--- src/rtl/nexys4ddr_periph_shell.sv ---
// rtl/nexys4ddr_periph_shell.sv - Nexys4-DDR board peripheral shell: UART console, LEDs, DIP/buttons, boot strap.
// Optional NEXYS4_UART_RX_FIFO_EN replaces the single RX holding register with an RX_FIFO_DEPTH byte FIFO.
module nexys4ddr_periph_shell #(
  parameter int BAUD_DIV_RESET = 52,
  parameter int RX_FIFO_DEPTH  = 16
) (
  input  logic        clk_i,
  input  logic        rst_ni,
  input  logic        bus_req_i,
  input  logic        bus_we_i,
  input  logic [4:0]  bus_addr_i,
  input  logic [31:0] bus_wdata_i,
  output logic [31:0] bus_rdata_o,
  output logic        bus_rvalid_o,
  input  logic        uart_rx_i,
  output logic        uart_tx_o,
  output logic [7:0]  led_o,
  input  logic [15:0] dip_i,
  input  logic [4:0]  btn_i,
  output logic        boot_mode_o,
  output logic        irq_o
);
  typedef enum logic [1:0] {TX_IDLE, TX_START, TX_DATA, TX_STOP} tx_state_e;
  typedef enum logic [2:0] {RX_IDLE, RX_START, RX_DATA, RX_STOP, RX_WAIT} rx_state_e;

  tx_state_e   tx_state_q, tx_state_d;
  rx_state_e   rx_state_q, rx_state_d;
  logic [19:0] tx_cnt_q, tx_cnt_d, rx_cnt_q, rx_cnt_d;
  logic [2:0]  tx_bit_q, tx_bit_d, rx_bit_q, rx_bit_d;
  logic [7:0]  tx_sh_q, tx_sh_d, rx_sh_q, rx_sh_d;
  logic [15:0] tx_div_q, tx_div_d, rx_div_q, rx_div_d;
  logic [1:0]  rx_sync_q, vld_q;
  logic [15:0] dip_m_q, dip_s_q, baud_q;
  logic [4:0]  btn_m_q, btn_s_q;
  logic [7:0]  led_q, rx_head;
  logic [31:0] rdata_d;
  logic        boot_q, boot_done_q, ovr_q, ferr_q, rvalid_q;
  logic [31:0] rdata_q;
  logic        rx_s, wr, rd, tx_start, pop, st_clr, rx_valid, push, ovr_set;
  logic        rx_done, ferr_set, tx_busy;
  logic [2:0]  idx;
  logic [15:0] baud_eff;
  logic        unused_bits;

  assign rx_s     = rx_sync_q[1];
  assign idx      = bus_addr_i[4:2];
  assign wr       = bus_req_i & bus_we_i;
  assign rd       = bus_req_i & ~bus_we_i;
  assign baud_eff = (baud_q == 16'd0) ? 16'd1 : baud_q;
  assign tx_start = wr && (idx == 3'd0) && (tx_state_q == TX_IDLE);
  assign pop      = rd && (idx == 3'd0) && rx_valid;
  assign st_clr   = rd && (idx == 3'd1);
  assign unused_bits = ^{bus_addr_i[1:0], bus_wdata_i[31:16], RX_FIFO_DEPTH};

  always_ff @(posedge clk_i or negedge rst_ni) begin
    if (!rst_ni) begin
      tx_state_q <= TX_IDLE;  rx_state_q <= RX_IDLE;
      tx_cnt_q <= '0;  tx_bit_q <= '0;  tx_sh_q <= '0;  tx_div_q <= 16'd1;
      rx_cnt_q <= '0;  rx_bit_q <= '0;  rx_sh_q <= '0;  rx_div_q <= 16'd1;
    end else begin
      tx_state_q <= tx_state_d;  rx_state_q <= rx_state_d;
      tx_cnt_q <= tx_cnt_d;  tx_bit_q <= tx_bit_d;  tx_sh_q <= tx_sh_d;  tx_div_q <= tx_div_d;
      rx_cnt_q <= rx_cnt_d;  rx_bit_q <= rx_bit_d;  rx_sh_q <= rx_sh_d;  rx_div_q <= rx_div_d;
    end
  end

  // TX counts down one full bit period (div*16 clocks) per state step.
  always_comb begin
    tx_state_d = tx_state_q;  tx_cnt_d = tx_cnt_q;  tx_bit_d = tx_bit_q;
    tx_sh_d    = tx_sh_q;     tx_div_d = tx_div_q;
    case (tx_state_q)
      TX_IDLE: if (tx_start) begin
        tx_state_d = TX_START;  tx_sh_d = bus_wdata_i[7:0];  tx_div_d = baud_eff;
        tx_cnt_d   = {baud_eff, 4'b0000} - 20'd1;  tx_bit_d = '0;
      end
      TX_START: if (tx_cnt_q == '0) begin
        tx_state_d = TX_DATA;  tx_cnt_d = {tx_div_q, 4'b0000} - 20'd1;
      end else tx_cnt_d = tx_cnt_q - 20'd1;
      TX_DATA: if (tx_cnt_q == '0) begin
        tx_cnt_d = {tx_div_q, 4'b0000} - 20'd1;
        tx_sh_d  = {1'b0, tx_sh_q[7:1]};
        if (tx_bit_q == 3'd7) tx_state_d = TX_STOP;
        else tx_bit_d = tx_bit_q + 3'd1;
      end else tx_cnt_d = tx_cnt_q - 20'd1;
      default: if (tx_cnt_q == '0) tx_state_d = TX_IDLE;
               else tx_cnt_d = tx_cnt_q - 20'd1;
    endcase
  end

  always_comb begin
    tx_busy   = (tx_state_q != TX_IDLE);
    uart_tx_o = 1'b1;
    if (tx_state_q == TX_START)     uart_tx_o = 1'b0;
    else if (tx_state_q == TX_DATA) uart_tx_o = tx_sh_q[0];
  end

  // RX counts up; the first wait is half a bit so every later sample lands mid-bit.
  always_comb begin
    rx_state_d = rx_state_q;  rx_cnt_d = rx_cnt_q + 20'd1;  rx_bit_d = rx_bit_q;
    rx_sh_d    = rx_sh_q;     rx_div_d = rx_div_q;
    rx_done    = 1'b0;        ferr_set = 1'b0;
    case (rx_state_q)
      RX_IDLE: begin
        rx_cnt_d = '0;
        if (!rx_s) begin rx_state_d = RX_START;  rx_div_d = baud_eff; end
      end
      RX_START: if (rx_cnt_q == {1'b0, rx_div_q, 3'b000} - 20'd1) begin
        rx_cnt_d = '0;  rx_bit_d = '0;
        rx_state_d = rx_s ? RX_IDLE : RX_DATA;
      end
      RX_DATA: if (rx_cnt_q == {rx_div_q, 4'b0000} - 20'd1) begin
        rx_cnt_d = '0;  rx_sh_d = {rx_s, rx_sh_q[7:1]};
        if (rx_bit_q == 3'd7) rx_state_d = RX_STOP;
        else rx_bit_d = rx_bit_q + 3'd1;
      end
      RX_STOP: if (rx_cnt_q == {rx_div_q, 4'b0000} - 20'd1) begin
        rx_cnt_d = '0;
        if (rx_s) begin rx_state_d = RX_IDLE;  rx_done = 1'b1; end
        else begin rx_state_d = RX_WAIT;  ferr_set = 1'b1; end
      end
      default: begin
        rx_cnt_d = '0;
        if (rx_s) rx_state_d = RX_IDLE;
      end
    endcase
  end

`ifdef NEXYS4_UART_RX_FIFO_EN
  localparam int AW = $clog2(RX_FIFO_DEPTH);
  logic [7:0]  fifo_q [RX_FIFO_DEPTH];
  logic [AW:0] wp_q, rp_q;
  logic        full;
  assign rx_valid = (wp_q != rp_q);
  assign full     = (wp_q[AW] != rp_q[AW]) && (wp_q[AW-1:0] == rp_q[AW-1:0]);
  assign rx_head  = fifo_q[rp_q[AW-1:0]];
  assign push     = rx_done && (!full || pop);
  assign ovr_set  = rx_done && full && !pop;
  always_ff @(posedge clk_i or negedge rst_ni) begin
    if (!rst_ni) begin
      wp_q <= '0;  rp_q <= '0;
    end else begin
      if (push) wp_q <= wp_q + 1'b1;
      if (pop)  rp_q <= rp_q + 1'b1;
    end
  end
  always_ff @(posedge clk_i) if (push) fifo_q[wp_q[AW-1:0]] <= rx_sh_q;
`else
  logic [7:0] hold_q;
  logic       hold_vld_q;
  assign rx_valid = hold_vld_q;
  assign rx_head  = hold_q;
  assign push     = rx_done && (!hold_vld_q || pop);
  assign ovr_set  = rx_done && hold_vld_q && !pop;
  always_ff @(posedge clk_i or negedge rst_ni) begin
    if (!rst_ni) begin
      hold_q <= '0;  hold_vld_q <= 1'b0;
    end else if (push) begin
      hold_q <= rx_sh_q;  hold_vld_q <= 1'b1;
    end else if (pop) hold_vld_q <= 1'b0;
  end
`endif

  always_comb begin
    rdata_d = '0;
    if (rd) begin
      case (idx)
        3'd0: rdata_d = rx_valid ? {24'b0, rx_head} : 32'b0;
        3'd1: rdata_d = {28'b0, ferr_q, ovr_q, tx_busy, rx_valid};
        3'd2: rdata_d = {16'b0, baud_q};
        3'd3: rdata_d = {24'b0, led_q};
        3'd4: rdata_d = {16'b0, dip_s_q};
        3'd5: rdata_d = {27'b0, btn_s_q};
        default: rdata_d = '0;
      endcase
    end
  end

  always_ff @(posedge clk_i or negedge rst_ni) begin
    if (!rst_ni) begin
      rx_sync_q <= 2'b11;  dip_m_q <= '0;  dip_s_q <= '0;  btn_m_q <= '0;  btn_s_q <= '0;
      vld_q <= '0;  boot_q <= 1'b1;  boot_done_q <= 1'b0;
      baud_q <= 16'(BAUD_DIV_RESET);  led_q <= '0;  ovr_q <= 1'b0;  ferr_q <= 1'b0;
      rvalid_q <= 1'b0;  rdata_q <= '0;
    end else begin
      rx_sync_q <= {rx_sync_q[0], uart_rx_i};
      dip_m_q <= dip_i;  dip_s_q <= dip_m_q;  btn_m_q <= btn_i;  btn_s_q <= btn_m_q;
      vld_q <= {vld_q[0], 1'b1};
      if (vld_q[1] && !boot_done_q) begin
        boot_q <= dip_s_q[0];  boot_done_q <= 1'b1;
      end
      if (wr && idx == 3'd2) baud_q <= (bus_wdata_i[15:0] == 16'd0) ? 16'd1 : bus_wdata_i[15:0];
      if (wr && idx == 3'd3) led_q <= bus_wdata_i[7:0];
      ovr_q    <= (ovr_q & ~st_clr) | ovr_set;
      ferr_q   <= (ferr_q & ~st_clr) | ferr_set;
      rvalid_q <= rd;
      rdata_q  <= rdata_d;
    end
  end

  assign bus_rdata_o  = rdata_q;
  assign bus_rvalid_o = rvalid_q;
  assign led_o        = led_q;
  assign boot_mode_o  = boot_q;
  assign irq_o        = rx_valid;
endmodule

--- config.mk ---
export PLATFORM = sky130hd
export DESIGN_NAME = nexys4ddr_periph_shell
export DESIGN_NICKNAME = d
export VERILOG_FILES = /design/src/rtl/nexys4ddr_periph_shell.sv
export SDC_FILE = /design/constraint.sdc
export NUM_CORES = 1
export LEC_CHECK = 0
export ABC_AREA = 1
export BUFFER_PORTS_ARGS = -buffer_cell sky130_fd_sc_hd__buf_2
export CAP_MARGIN = 15
export CELL_PAD_IN_SITES_DETAIL_PLACEMENT = 0
export CELL_PAD_IN_SITES_GLOBAL_PLACEMENT = 2
export CORE_MARGIN = 3
export CORE_UTILIZATION = 35
export DETAILED_ROUTE_END_ITERATION = 8
export GPL_TIMING_DRIVEN = 0
export PLACE_DENSITY_LB_ADDON = 0.08
export SETUP_SLACK_MARGIN = 0.3
export SLEW_MARGIN = 20
export SYNTH_ARGS = -nofsm -noshare
export SYNTH_HDL_FRONTEND = slang
export SYNTH_SLANG_ARGS = --single-unit
--- constraint.sdc ---
create_clock -name clk_i -period 2.75 [get_ports clk_i]
set_input_delay 0.275 -clock clk_i [delete_from_list [all_inputs] [get_ports clk_i]]
set_output_delay 0.275 -clock clk_i [all_outputs]
set_load 0.05 [all_outputs]
==> flow_metrics.env <==
export IMPL_wl_mm=31.6
export IMPL_worst_slack_ns=0.341
export IMPL_period_needed_ns=2.41
export IMPL_netlist_area_sq_mm=0.0105
export IMPL_antennaDiodeCount=0
export IMPL_synth_seq_cells=199
export IMPL_clk_path_buf_depth=2
export IMPL_critical_path_class="flip-flop to flip-flop"
export IMPL_synth_simple_gate_area_share_pct=28.3
export IMPL_post_route_drc_count=0
export IMPL_initialDrtViolationCount=458
export IMPL_synthCells=1355
export IMPL_synthTopCellsByArea="dfrtp_1 (45%), nand2_1 (13%), nand3_1 (6.2%), o21ai_0 (5.0%), nor2_1 (4.7%)"
export IMPL_ant_nets=0
export IMPL_place_gp_congestion=0.816
export IMPL_n_fill_cell=3023
export IMPL_vias=9369
export IMPL_dpl_worst_slack_ns=-0.583
export IMPL_rsz0062_at_grt="true"
export IMPL_synth_top_area_share_pct=45.4
export IMPL_antenna_found_initial=0
export IMPL_powerDensity_mw_per_mm2=752
export IMPL_fmax_ghz=0.415
export IMPL_r2r_start="baud_q[2]"
export IMPL_synth_compound_area_share_pct=12.0
export IMPL_drive_gt1_share_pct=19.0
export IMPL_power_leakage_uw=0.00603
export IMPL_cp_cell_sequence="buf_6 > nor2_1 > nand3_1 > nor3_2 > nor2_2 > ha_2 > nand2_2 > nor2_4 > inv_1 > nor2_4 > a31oi_2 > o311ai_2 > nand2_1 > nand2_1"
export IMPL_crit_buf_inv=2
export IMPL_hold_viol_final=0
export IMPL_min_delay_start="bus_we_i"
export IMPL_tightestPinTransition_ns=0.587
export IMPL_cts_buffers=17
export IMPL_grt_ovfl_total=0
export IMPL_dieArea_sq_mm=0.0322
export IMPL_first_pass_iters=4
export IMPL_start_kind="flip-flop"
export IMPL_drv_cap=0
export IMPL_fin_nets=1594
export IMPL_grt_usage_pct=19.9
export IMPL_die_w_um=179
export IMPL_status="finished, final reports clean"
export IMPL_syn_avg_cell_area_sq_um=7.77
export IMPL_die_height_um=179
export IMPL_initial_core_util_pct=36.1
export IMPL_timing_final_max_slew_violations=0
export IMPL_hold_path_class="input port to flip-flop"
export IMPL_endpoint_kind="flip-flop"
export IMPL_r2r_cells=14
export IMPL_synth_largest_area_cell="dfrtp_1"
export IMPL_crit_family="simple AND/OR/NAND/NOR gates"
export IMPL_io_pins=107
export IMPL_yosys_warnings=0
export IMPL_cts_htree_levels=4
export IMPL_synth_xor_area_share_pct=3.08
export IMPL_hpwl_mm=23.8
export IMPL_r2r_end="tx_cnt_q[14]"
export IMPL_area_delta_synth_final_pct=23.1
export IMPL_cts_root_buf="clkbuf_16"
export IMPL_path_clk_slew_ns=0.09
export IMPL_setup_violations_final=0
export IMPL_crit_slowest_cell="dfstp_2"
export IMPL_synthAdderAreaFrac_pct=1.66
export IMPL_required_ns=3.14
export IMPL_core_area_sq_mm=0.0292
export IMPL_placed_area_sq_mm=0.0115
export IMPL_port_buffers=71
export IMPL_cts_sinks=199
export IMPL_ir_worst_vdd_mv=0.528
export IMPL_grt_max_degree=86
export IMPL_crit_fanout=8
export IMPL_min_period_over_period_pct=87.6
export IMPL_r2r_slack_ns=0.34
export IMPL_ys_types=55
export IMPL_cp_arrival_ns=2.80
export IMPL_synth_area_mux_share_pct=0.107
export IMPL_clock_latency_ns=0.46
export IMPL_synth_top_family_by_area="simple AND/OR/NAND/NOR gates"
export IMPL_min_to="bus_rvalid_o"
export IMPL_fin_area_sq_mm=0.0130
export IMPL_relSlewSlack_pct=60.7
export IMPL_hold_depth=2
export IMPL_grt_pass1_wl_mm=51.3
export IMPL_vias_per_cell=4.89
export IMPL_fp_row_count=62
export IMPL_ys_seq_area_share_pct=47.4
export IMPL_slowest_delay_ns=0.54
export IMPL_fin_skew_ns=0.0157
export IMPL_cts_tree="yes"
export IMPL_grt_pass1_vias=9219
export IMPL_wire_per_inst_um=16.5
==> per-stage QoR <==
| stage | setup TNS, ns | cells | util (%) | total power, uW | hold slack [ns] |
|---|---|---|---|---|---|
| after floorplan | 0 | 1370 | - | 5960 | -0.0206 |
| after global placement | -407.61 | 1825 | 39.2 | 6950 | 0.332 |
| after detailed placement | -2.86 | 1827 | 39.4 | 6970 | 0.206 |
| after CTS | 0 | 1895 | 43.0 | 9670 | 0.0156 |
| after global routing | 0 | 1914 | 44.5 | 10500 | 0.0252 |
| final | 0 | 1914 | 44.5 | 9750 | 0.0438 |
==> routing by layer <==
metal | vias to the layer above | wire [um] | track usage, %
met5 | - | 0 | 0
met4 | 0 | 385 | 4.46
met3 | 21 | 1190 | 3.33
met2 | 167 | 14100 | 30.6
met1 | 4442 | 16000 | 29.5
li1 | 4739 | - | -
==> sequential cells by signal, indices dropped and copies added, names as in the netlist, 2 cells and up <==
name,count
tx_cnt_q,20
btn_s_q,5
rx_bit_q,3
dip_s_q,16
tx_bit_q,3
tx_sh_q,8
tx_state_q,2
rx_state_q,3
tx_div_q,16
dip_m_q,16
rx_sh_q,8
led_o,8
btn_m_q,5
vld_q,2
hold_q,8
rx_div_q,16
rx_cnt_q,20
baud_q,16
rx_sync_q,2
bus_rdata_o,16
==> how the worst max path moves through the flow <==
stage / slack [ns] / depth (start not counted) / from / endpoint
2_1_floorplan: 0.36 / 14 / baud_q[2] / tx_cnt_q[14]
3_3_place_gp: -2.11 / 1 / rst_ni / led_o[1]
3_5_place_dp: -0.58 / 14 / baud_q[2] / tx_cnt_q[14]
4_1_cts: 0.21 / 14 / baud_q[6] / tx_cnt_q[14]
5_1_grt: 0.15 / 17 / rx_div_q[0] / hold_q[4]
6_report: 0.34 / 14 / baud_q[2] / tx_cnt_q[14]
==> timing repair <==
| action | CTS | global route |
|---|---|---|
| endpoints found under the hold margin | 68 | 0 |
| pin swaps | 15 | 25 |
| gates resized for setup | 33 | 96 |
| setup buffers | 13 | 18 |
| hold buffers | 23 | 0 |
| gates cloned | 0 | 1 |
| setup endpoints to repair | 80 | 87 |
==> cells by family after synthesis <==
kind of cell,Yosys count
buf+inv,188
flops,199
mux,1
other cells,2
simple gates,689
fa+ha+maj,14
compound gates,225
xor+xnor,37
==> synthesized netlist by cell type (all sizes together) <==
master  instances
a41oi           2
dfrtp         191
ha             14
o21a            1
o22a            1
a22oi           3
xor2           33
o31ai           5
o211ai          5
nand4          16
a32o            4
a211oi          2
dfstp           8
a31oi           4
a21oi          71
a221oi          6
a21boi          2
conb            2
and3            1
o221ai          1
mux2            1
or2             3
xnor2           4
inv           130
nand3         132
nand3b          2
o22ai           1
buf            27
clkinv          7
nor2          147
o21bai          1
o41ai           1
o311ai          1
o21ai         113
nor4            6
nor3           17
nand2         363
clkbuf         24
a22o            1
and2            2
==> worst reg2reg max path: cells and delay by family (launching register included) <==
family / cells / cell delay (ns)
compound gates: 2 / 0.43
simple gates: 9 / 0.93
buf+inv: 2 / 0.23
flops: 1 / 0.54
fa+ha+maj: 1 / 0.21
==> where the power goes <==
| group | leakage (uW) | internal (uW) | total, uW | switching, uW |
|---|---|---|---|---|
| logic | 0.00332 | 1100 | 3300 | 2200 |
| clock network | 0.000293 | 1270 | 2580 | 1310 |
| registers | 0.00242 | 3430 | 3880 | 441 |
==> cell usage in the layout (no fill, tap or decap), types with 23 or more instances in the layout <==
| cell type | netlist | final |
|---|---|---|
| nand2_1 | 356 | 338 |
| buf_2 | 6 | 72 |
| dfrtp_1 | 191 | 183 |
| a21oi_1 | 69 | 68 |
| o21ai_0 | 105 | 102 |
| buf_4 | 18 | 42 |
| xor2_1 | 33 | 33 |
| inv_1 | 123 | 116 |
| dlygate4sd3_1 | 0 | 23 |
| nand3_1 | 130 | 123 |
| nor2_1 | 132 | 112 |
==> area by class of cell <==
| cell class | instances | area, sq um | area share (%) |
|---|---|---|---|
| Inverter | 137 | 533 | 4.11 |
| Clock inverter | 13 | 149 | 1.15 |
| Multi-Input combinational cell | 984 | 5130 | 39.6 |
| Tap cell | 384 | 480 | 3.71 |
| Sequential cell | 199 | 5000 | 38.6 |
| Timing Repair Buffer | 127 | 915 | 7.05 |
| Clock buffer | 19 | 453 | 3.49 |
| Buffer | 51 | 307 | 2.36 |
No activity file was read; power rests on OpenSTA's default activity.
